$ cat config.mk
export PLATFORM = sky130hd
export DESIGN_NAME = maxpool_scan_ctrl
export DESIGN_NICKNAME = d
export VERILOG_FILES = /design/src/rtl/maxpool_pkg.sv /design/src/rtl/maxpool_scan_ctrl_raster_addr_gen.sv /design/src/rtl/maxpool_scan_ctrl.sv
export SDC_FILE = /design/constraint.sdc
export NUM_CORES = 1
export LEC_CHECK = 0
export CORE_ASPECT_RATIO = 0.8
export CORE_UTILIZATION = 50
export DETAILED_ROUTE_END_ITERATION = 10
export HOLD_SLACK_MARGIN = 0.05
export PLACE_DENSITY = 0.75
export SETUP_SLACK_MARGIN = 0.1
export SYNTH_ARGS = -nofsm -noshare
export SYNTH_HDL_FRONTEND = slang
export SYNTH_SLANG_ARGS = --single-unit
$ cat constraint.sdc
create_clock -name clk -period 2.83 [get_ports clk]
set_clock_uncertainty 0.05 [all_clocks]
set_input_delay 0.7075 -clock clk [delete_from_list [all_inputs] [get_ports clk]]
set_output_delay 0.7075 -clock clk [all_outputs]
set_load 0.005 [all_outputs]
$ cat src/rtl/maxpool_pkg.sv
// Shared types and default dimensions for the 2x2 / stride-2 max-pool sequencer.
// The optional stall counter in the top is enabled by MAXPOOL_STALL_CNT_EN.
package maxpool_pkg;

  localparam int MP_IN_WIDTH  = 8;
  localparam int MP_IN_HEIGHT = 8;
  localparam int MP_ADDR_W    = 16;

  typedef enum logic [1:0] {
    IDLE  = 2'd0,
    RUN   = 2'd1,
    DRAIN = 2'd2,
    DONE  = 2'd3
  } state_t;

  // One stage of the tag pipeline that follows a pixel through the datapath.
  typedef struct packed {
    logic                 valid;
    logic [MP_ADDR_W-1:0] r;
    logic [MP_ADDR_W-1:0] c;
  } tag_t;

  localparam tag_t TAG_EMPTY = '0;

  // A tag closes a stride-2 window only on the odd row and odd column.
  function automatic logic closes_window(input tag_t t);
    return t.valid & t.r[0] & t.c[0];
  endfunction

endpackage

$ cat src/rtl/maxpool_scan_ctrl_raster_addr_gen.sv
// Raster-order row/col counter pair for the max-pool scan controller.
// Advances one column per 'advance', wraps the column at COLS-1 and bumps the
// row; the row saturates at ROWS-1. 'clear' restarts the scan at (0,0).
module raster_addr_gen
  import maxpool_pkg::*;
#(
  parameter int COLS   = MP_IN_WIDTH,
  parameter int ROWS   = MP_IN_HEIGHT,
  parameter int ADDR_W = MP_ADDR_W
) (
  input  logic              clk,
  input  logic              rst,
  input  logic              clear,
  input  logic              advance,
  output logic [ADDR_W-1:0] row,
  output logic [ADDR_W-1:0] col,
  output logic              last
);

  logic [ADDR_W-1:0] row_q, row_d;
  logic [ADDR_W-1:0] col_q, col_d;
  logic              col_end;
  logic              row_end;

  // Next-count logic: clear wins, otherwise step in raster order on advance.
  always_comb begin
    col_end = (col_q == ADDR_W'(COLS - 1));
    row_end = (row_q == ADDR_W'(ROWS - 1));
    row_d   = row_q;
    col_d   = col_q;
    if (clear) begin
      row_d = '0;
      col_d = '0;
    end else if (advance) begin
      if (col_end) begin
        col_d = '0;
        if (!row_end) begin
          row_d = row_q + ADDR_W'(1);
        end
      end else begin
        col_d = col_q + ADDR_W'(1);
      end
    end
  end

  // Counter registers, cleared by the active-low asynchronous reset.
  always_ff @(posedge clk or negedge rst) begin
    if (!rst) begin
      row_q <= '0;
      col_q <= '0;
    end else begin
      row_q <= row_d;
      col_q <= col_d;
    end
  end

  assign row  = row_q;
  assign col  = col_q;
  assign last = col_end & row_end;

endmodule

$ cat src/rtl/maxpool_scan_ctrl.sv
// Sequencer for the 2x2 / stride-2 max-pooling datapath: walks the input map in
// raster order, issues pixel-buffer reads, gates the datapath shift and flags
// valid pooled windows, honouring writeback backpressure.
// Define MAXPOOL_STALL_CNT_EN to add the stall_cycles counter output.
module maxpool_scan_ctrl
  import maxpool_pkg::*;
#(
  parameter int IN_WIDTH  = MP_IN_WIDTH,
  parameter int IN_HEIGHT = MP_IN_HEIGHT,
  parameter int ADDR_W    = MP_ADDR_W
) (
  input  logic              clk,
  input  logic              rst,
  input  logic              start,
  output logic              read_pixel_signal,
  output logic [ADDR_W-1:0] read_row_addr,
  output logic [ADDR_W-1:0] read_col_addr,
  output logic              shift_en,
  output logic              save_enable,
  input  logic              save_ready,
  output logic [ADDR_W-1:0] output_row,
  output logic [ADDR_W-1:0] output_col,
  output logic              busy,
`ifdef MAXPOOL_STALL_CNT_EN
  output logic [31:0]       stall_cycles,
`endif
  output logic              layer_done
);

  state_t            state_q, state_d;
  tag_t              a_q, a_d;
  tag_t              b_q, b_d;
  logic              stall;
  logic              issue;
  logic              clear;
  logic [ADDR_W-1:0] cnt_row;
  logic [ADDR_W-1:0] cnt_col;
  logic              cnt_last;

  raster_addr_gen #(
    .COLS   (IN_WIDTH),
    .ROWS   (IN_HEIGHT),
    .ADDR_W (ADDR_W)
  ) u_addr_gen (
    .clk     (clk),
    .rst     (rst),
    .clear   (clear),
    .advance (issue),
    .row     (cnt_row),
    .col     (cnt_col),
    .last    (cnt_last)
  );

  // Handshake decode: a pending save that writeback refuses freezes the whole scan.
  always_comb begin
    save_enable = closes_window(b_q);
    stall       = save_enable & ~save_ready;
    issue       = (state_q == RUN) & ~stall;
    shift_en    = a_q.valid & ~stall;
  end

  // FSM next state and per-state outputs; start is only heard in IDLE.
  always_comb begin
    state_d    = state_q;
    layer_done = 1'b0;
    clear      = 1'b0;
    case (state_q)
      IDLE: begin
        if (start) begin
          state_d = RUN;
          clear   = 1'b1;
        end
      end
      RUN: begin
        if (issue && cnt_last) begin
          state_d = DRAIN;
        end
      end
      DRAIN: begin
        if (!a_q.valid && !stall) begin
          state_d = DONE;
        end
      end
      DONE: begin
        layer_done = 1'b1;
        state_d    = IDLE;
      end
      default: state_d = IDLE;
    endcase
  end

  // Tag pipeline: A tracks the pixel arriving from the buffer, B the pixel in the window.
  always_comb begin
    a_d = a_q;
    b_d = b_q;
    if (!stall) begin
      a_d.valid = issue;
      a_d.r     = MP_ADDR_W'(cnt_row);
      a_d.c     = MP_ADDR_W'(cnt_col);
      b_d       = a_q;
    end
  end

  // State and tag registers.
  always_ff @(posedge clk or negedge rst) begin
    if (!rst) begin
      state_q <= IDLE;
      a_q     <= TAG_EMPTY;
      b_q     <= TAG_EMPTY;
    end else begin
      state_q <= state_d;
      a_q     <= a_d;
      b_q     <= b_d;
    end
  end

  assign read_pixel_signal = issue;
  assign read_row_addr     = cnt_row;
  assign read_col_addr     = cnt_col;
  assign output_row        = ADDR_W'(b_q.r >> 1);
  assign output_col        = ADDR_W'(b_q.c >> 1);
  assign busy              = (state_q != IDLE);

`ifdef MAXPOOL_STALL_CNT_EN
  logic [31:0] stall_cnt_q, stall_cnt_d;

  // Saturating count of backpressure cycles, restarted when a frame is accepted.
  always_comb begin
    stall_cnt_d = stall_cnt_q;
    if (clear) begin
      stall_cnt_d = '0;
    end else if (stall && (stall_cnt_q != '1)) begin
      stall_cnt_d = stall_cnt_q + 32'd1;
    end
  end

  // Stall counter register.
  always_ff @(posedge clk or negedge rst) begin
    if (!rst) begin
      stall_cnt_q <= '0;
    end else begin
      stall_cnt_q <= stall_cnt_d;
    end
  end

  assign stall_cycles = stall_cnt_q;
`endif

endmodule

==> flow_metrics.py, run 1 <==
metrics = {
    "status": {
        "outcome": "finished clean",
    },
    "floorplanning": {
        "placementRows": 30,
        "die_y_microns": 88.0,
        "io-pin-count": 73,
        "die_w_microns": 109,
        "coreArea_sq_um": 8710,
        "dieArea_sq_um": 9630,
        "initial_utilization_pct": 53.1,
    },
    "power_and_ir_drop": {
        "power_mw": 3.53,
        "p_int_mw": 2.49,
        "pwr-share-clk_pct": 32.9,
        "p_switching_mw": 1.03,
        "seq_power_share_pct": 46.7,
        "p_sw_share_pct": 29.3,
        "p_per_area_nw_per_um2": 632,
        "pwr-share-comb_pct": 20.4,
        "p_leak_nw": 2.73,
        "irDropWorstVdd_uv": 480,
    },
    "sta": {
        "finalCritPeriodShare_pct": 93.5,
        "worst_slew_pin_slew_ps": 663,
        "slew_headroom_pct": 55.8,
        "hold_viol": 0,
        "post-route-min-period_ps": 2650,
        "rsz0062_at_grt": "false",
        "finalSetupViolCount": 0,
        "setup_tns_ps": 0,
        "fmax_mhz": 378,
        "maxSlewViolCount": 0,
        "holdWs_ps": 335,
    },
    "worst_setup_path": {
        "crit_path_end_kind": "primary output",
        "crit_end": "read_pixel_signal",
        "r2r_cells": 6,
        "r2r-end": "u_addr_gen.row[12]",
        "path_max_fanout": 3,
        "arrival_ps": 1890,
        "critical_path_class": "primary input to primary output",
        "cp_num_cells": 6,
        "cp_cell_sequence": "clkdlybuf4s50_1, nand4b_1, buf_4, nand2_2, inv_1, dlygate4sd2_1",
        "path_delay_family": "buffers and inverters",
        "cp-start-kind": "primary input",
        "required_ps": 2070,
        "cp_num_buf_inv": 4,
        "cpMaxStageDelayCell": "clkdlybuf4s50_1",
        "cp-startpoint": "save_ready",
        "worstReg2RegStart": "u_addr_gen.col[0]",
        "ff2ff_setup_slack_ps": 350,
        "critPathMaxStageDelay_ps": 420,
    },
    "cts": {
        "cts_root_buf": "clkbuf_16",
        "cts_tree": "built",
        "ctsHoldBuffers": 0,
        "cts_made_buffers": 9,
        "cts_buffer_depth": 2,
        "clock_latency_ps": 350,
        "htree_levels": 3,
        "cts.sinks": 100,
        "clkTransAtPathRegs_ps": 70,
    },
    "global_routing": {
        "grt_pass1_wl_mm": 16.7,
        "antenna_found_initial": 0,
        "grt.total_usage_pct": 22.5,
        "gr-total-overflow": 0,
        "first_global_vias": 3434,
        "grt_start_max_net_pins": 65,
    },
    "synthesis": {
        "syn_avg_cell_area_sq_um": 8.99,
        "ys_seq_elements": 100,
        "async_reset_ff_share_pct": 100,
        "yosys_warnings": 0,
        "synth_edf_count": 0,
        "syn-cell-area_sq_um": 4620,
        "ys_seq_area_share_pct": 54.2,
        "ys_types": 42,
        "synth_flop_cell": "dfrtp_1",
        "synth_cells": 514,
    },
    "finish": {
        "final_nets": 573,
        "multi_input_area_sq_um": 1790,
        "diodes": 0,
        "fillCellCount": 777,
        "regArea_sq_um": 2500,
        "final_layout_size_suffix_gt1_share_pct": 7.41,
        "area.growth.synth_to_final_pct": 20.9,
    },
    "run": {
        "max_cap_violations": 0,
    },
    "placement": {
        "place_congestion": 0.864,
        "io_buffers": 70,
        "hpwl_mm": 7.00,
    },
    "drt": {
        "dr.pass1.iters": 4,
        "drt_iter0_markers": 265,
        "drc_errors": 0,
        "viasPerCell": 5.28,
        "via_count": 3582,
        "drt-wirelength-per-cell_microns": 14.9,
        "routed_wl_mm": 10.1,
        "final_antenna_net_count": 0,
    },
    "hold_path": {
        "min_path_type": "primary input to asynchronous set/reset pin",
    },
}
## state kept, by name, summed over array words and instances (netlist names)
register	cells
output_row	15
u_addr_gen.col	16
state_q	2
b_q	3
a_q	33
u_addr_gen.row	16
output_col	15
## placed cells by master, fill, tap and decap left out, types with 7 or more instances in the layout
master / n
nand3_1: 12
nor3_1: 10
nor2_1: 17
xnor2_1: 10
clkdlybuf4s50_1: 67
o21ai_0: 18
or3_1: 12
nand4_1: 8
dfrtp_1: 100
buf_4: 18
clkbuf_16: 9
nand2_1: 202
a21oi_1: 13
ha_1: 7
## cell usage after synthesis (2+ instances only)
cell type,count,area (sq um)
o31ai_1,2,15.0
nor2b_1,2,12.5
and4_1,4,35.0
buf_1,2,7.51
or3_1,12,75.1
nor4b_1,3,26.3
ha_1,7,87.6
nor3_1,10,50.1
nand4_1,8,50.1
buf_2,2,10.0
dfrtp_1,100,2500
nand2b_1,4,25.0
nor3b_1,2,15.0
xnor2_1,10,87.6
o21ai_0,18,90.1
nor4_1,3,18.8
and2_1,3,18.8
buf_4,33,248
and3_1,3,18.8
nand2_1,203,762
nand3_1,12,60.1
xor2_1,5,43.8
nor2_1,17,63.8
inv_1,5,18.8
a21oi_1,13,65.1
clkbuf_1,15,56.3
## routing by layer
metal,global-route usage (%),vias to the layer above,wire length (microns)
li1,-,1737,-
met1,32.0,1716,4690
met2,35.2,114,4680
met3,3.72,15,568
met4,7.39,0,150
met5,0,-,0
## cell type report
| cell class | count | share of cell area [%] |
|---|---|---|
| flip-flops and latches | 100 | 44.8 |
| multi-input cells | 358 | 32.1 |
| repair buffers | 88 | 15.2 |
| clock buffers | 10 | 4.10 |
| well taps | 112 | 2.51 |
| clock inverters | 6 | 1.01 |
| inverters | 5 | 0.336 |
## cells by family after synthesis
logic type	Yosys count	synth area share, %
AOI/OAI and AO/OA	37	4.36
xor gates and xnor gates	15	2.84
adders and majority gates	7	1.90
buffers and inverters	57	7.37
DFF	100	54.2
muxes	2	0.460
other	1	0.0812
and+or+nand+nor	295	28.8
## power by group through the flow
stage	Clock, mW	Combinational [mW]	Sequential, mW
final	1.16	0.720	1.65
after floorplan	0	0.385	1.64
after global routing	1.25	0.797	1.66
after detailed placement	0	0.702	1.67
after CTS	1.18	0.715	1.65
after global placement	0	0.688	1.67
## how the worst min path moves through the flow
stage,start,end,slack (ps),depth (start not counted)
final,rst,u_addr_gen.row[0],340,1
after global routing,rst,u_addr_gen.row[0],400,1
after CTS,rst,u_addr_gen.row[0],350,1
after detailed placement,a_q[16],a_q[16],400,2
after global placement,a_q[0],a_q[0],400,2
after floorplan,rst,a_q[0],360,0
## through the flow
step | worst slack [ps] | instances | instance area, sq um | utilization, %
finish | 183 | 679 | 5590 | 64.1
global route | 119 | 679 | 5590 | 64.1
CTS | 120 | 679 | 5580 | 64.1
detailed placement | 25.1 | 661 | 5280 | 60.6
global placement | 71.8 | 661 | 5280 | 60.6
floorplan | 740 | 515 | 4620 | -
## what timing repair did
action                     in CTS  in global routing
cloned                          0                  0
setup endpoints to repair       2                  2
pin swaps                       1                  0
buffers inserted                2                  0
resized for setup               1                  2
Power figures use the tool's default switching activity.
==> inputs of run 2 (changes only) <==
--- a/config.mk
+++ b/config.mk
@@ -5,11 +5,14 @@
 export SDC_FILE = /design/constraint.sdc
 export NUM_CORES = 1
 export LEC_CHECK = 0
+export CELL_PAD_IN_SITES_DETAIL_PLACEMENT = 2
+export CELL_PAD_IN_SITES_GLOBAL_PLACEMENT = 2
 export CORE_ASPECT_RATIO = 0.8
-export CORE_UTILIZATION = 50
+export CORE_MARGIN = 8
+export CORE_UTILIZATION = 33
 export DETAILED_ROUTE_END_ITERATION = 10
 export HOLD_SLACK_MARGIN = 0.05
-export PLACE_DENSITY = 0.75
+export PLACE_DENSITY_LB_ADDON = 0.1
 export SETUP_SLACK_MARGIN = 0.1
 export SYNTH_ARGS = -nofsm -noshare
 export SYNTH_HDL_FRONTEND = slang
==> flow_metrics.py, run 2 (same netlist as run 1, synthesis figures left out) <==
metrics = {
    "status": {
        "outcome": "finished clean",
    },
    "floorplanning": {
        "dieArea_sq_um": 18100,
        "placementRows": 38,
        "io-pin-count": 73,
        "die_w_microns": 148,
        "die_y_microns": 122,
        "initial_utilization_pct": 34.0,
        "coreArea_sq_um": 13600,
    },
    "finish": {
        "final_cell_mix": "203 x nand2_1, 100 x dfrtp_1, 67 x clkdlybuf4s50_1, 21 x buf_4, 18 x o21ai_0",
        "regMostFlops": "a_q",
        "fillCellCount": 1532,
        "area.growth.synth_to_final_pct": 23.6,
        "final_nets": 576,
        "fin_area_sq_um": 5710,
        "layoutNonFillerInstCount": 750,
        "final_layout_size_suffix_gt1_share_pct": 7.89,
        "largest_reg_flops": 33,
        "final_common_cell": "nand2_1",
        "diodes": 0,
    },
    "worst_setup_path": {
        "critical_path_class": "primary input to primary output",
        "r2r_cells": 6,
        "cpMaxStageDelayCell": "clkdlybuf4s50_1",
        "cp_cell_sequence": "clkdlybuf4s50_1, nand4b_1, buf_4, nand2_1, inv_1, dlygate4sd2_1",
        "crit_path_end_kind": "primary output",
        "critPathMaxStageDelay_ps": 420,
        "path_delay_family": "buffers and inverters",
        "required_ps": 2070,
        "cp_num_buf_inv": 4,
        "worstReg2RegStart": "u_addr_gen.col[0]",
        "path_max_fanout": 2,
        "r2r-end": "u_addr_gen.row[12]",
        "arrival_ps": 1880,
        "cp-start-kind": "primary input",
        "ff2ff_setup_slack_ps": 520,
    },
    "global_routing": {
        "antenna_found_initial": 0,
        "grt.total_usage_pct": 15.6,
        "grt_start_max_net_pins": 65,
        "gr-total-overflow": 0,
        "grt_pass1_wl_mm": 22.3,
        "first_global_vias": 4048,
    },
    "cts": {
        "cts_root_buf": "clkbuf_16",
        "cts_made_buffers": 9,
        "cts.sinks": 100,
        "htree_levels": 3,
        "cts_buffer_depth": 2,
        "clock_latency_ps": 350,
        "clkTransAtPathRegs_ps": 70,
        "cts_tree": "built",
    },
    "sta": {
        "worst_slew_pin_slew_ps": 677,
        "finalSetupViolCount": 0,
        "hold_viol": 0,
        "fmax_mhz": 379,
        "finalCritPeriodShare_pct": 93.3,
        "setup_tns_ps": 0,
        "rsz0062_at_grt": "false",
        "slew_headroom_pct": 54.9,
        "post-route-min-period_ps": 2640,
        "maxSlewViolCount": 0,
    },
    "hold_path": {
        "min_path_type": "primary input to asynchronous set/reset pin",
    },
    "power_and_ir_drop": {
        "p_leak_nw": 2.76,
        "p_per_area_nw_per_um2": 650,
        "power_mw": 3.71,
        "irDropWorstVdd_uv": 344,
    },
    "drt": {
        "viasPerCell": 4.91,
        "routed_wl_mm": 13.5,
        "drt_iter0_markers": 141,
        "via_count": 3685,
        "dr.pass1.iters": 4,
        "final_antenna_net_count": 0,
        "drc_errors": 0,
        "drt-wirelength-per-cell_microns": 18.0,
    },
    "placement": {
        "dpl_cell_area_sq_um": 5400,
        "place_inst": 733,
        "io_buffers": 70,
        "hpwl_mm": 9.64,
        "place_congestion": 0.812,
    },
    "run": {
        "max_cap_violations": 0,
    },
}
run 2: layer usage:
| metal | vias to the layer above | share of wire [%] | GRT usage, % |
|---|---|---|---|
| li1 | 1741 | - | - |
| met1 | 1867 | 48 | 21.0 |
| met2 | 66 | 46 | 24.6 |
| met3 | 11 | 4.9 | 3.41 |
| met4 | 0 | 1.1 | 5.34 |
| met5 | - | 0 | 0 |
run 2: worst max-delay path by stage:
stage          slack, ps  startpoint  depth (start not counted)                 to
2_1_floorplan        740  save_ready                          3           shift_en
3_3_place_gp          80  save_ready                          5  read_pixel_signal
3_5_place_dp          50  save_ready                          5  read_pixel_signal
4_1_cts              110  save_ready                          4           shift_en
5_1_grt              120  save_ready                          6  read_pixel_signal
6_report             190  save_ready                          6  read_pixel_signal
run 2: what timing repair did:
action | in CTS | in global routing
gates cloned | 0 | 0
setup buffers | 1 | 0
resized for setup | 1 | 1
pin swaps | 0 | 0
setup endpoints to repair | 2 | 1
hold buffers | 0 | 0
run 2: power breakdown:
part | total, mW | leakage (nW) | internal [mW] | switching [mW]
Clock | 1.29 | 0.153 | 0.702 | 0.586
Sequential | 1.65 | 1.38 | 1.54 | 0.117
Combinational | 0.770 | 1.23 | 0.360 | 0.410
run 2: through the flow:
step,setup slack [ps],util [%],hold slack [ps]
2_1_floorplan,740,-,362
3_3_place_gp,84.0,39.7,398
3_5_place_dp,48.5,39.7,403
4_1_cts,111,42.0,362
5_1_grt,121,42.0,368
6_report,190,42.0,329
run 2: worst register-to-register path, delay by kind of cell (launching register included):
family	cells	cell delay (ps)
and+or+nand+nor	4	1270
DFF	1	470
adders and majority gates	1	290
AOI/OAI and AO/OA	1	150
run 2: layout make-up:
type	count	area, sq um	share of cell area, %
Tap cell	180	225	3.94
Multi-Input combinational cell	358	1790	31.3
Inverter	5	18.8	0.329
Timing Repair Buffer	91	870	15.2
Sequential cell	100	2500	43.8
Clock inverter	7	81.3	1.42
Clock buffer	9	225	3.94
==> inputs of run 3 (changes only) <==
--- a/config.mk
+++ b/config.mk
@@ -10,10 +10,12 @@
 export CORE_ASPECT_RATIO = 0.8
 export CORE_MARGIN = 8
 export CORE_UTILIZATION = 33
+export CTS_CLUSTER_DIAMETER = 60
 export DETAILED_ROUTE_END_ITERATION = 10
 export HOLD_SLACK_MARGIN = 0.05
 export PLACE_DENSITY_LB_ADDON = 0.1
 export SETUP_SLACK_MARGIN = 0.1
+export SKIP_LAST_GASP = 1
 export SYNTH_ARGS = -nofsm -noshare
 export SYNTH_HDL_FRONTEND = slang
 export SYNTH_SLANG_ARGS = --single-unit
==> results of run 3 <==
Final layout, timing and power as in run 2 (identical DEF).
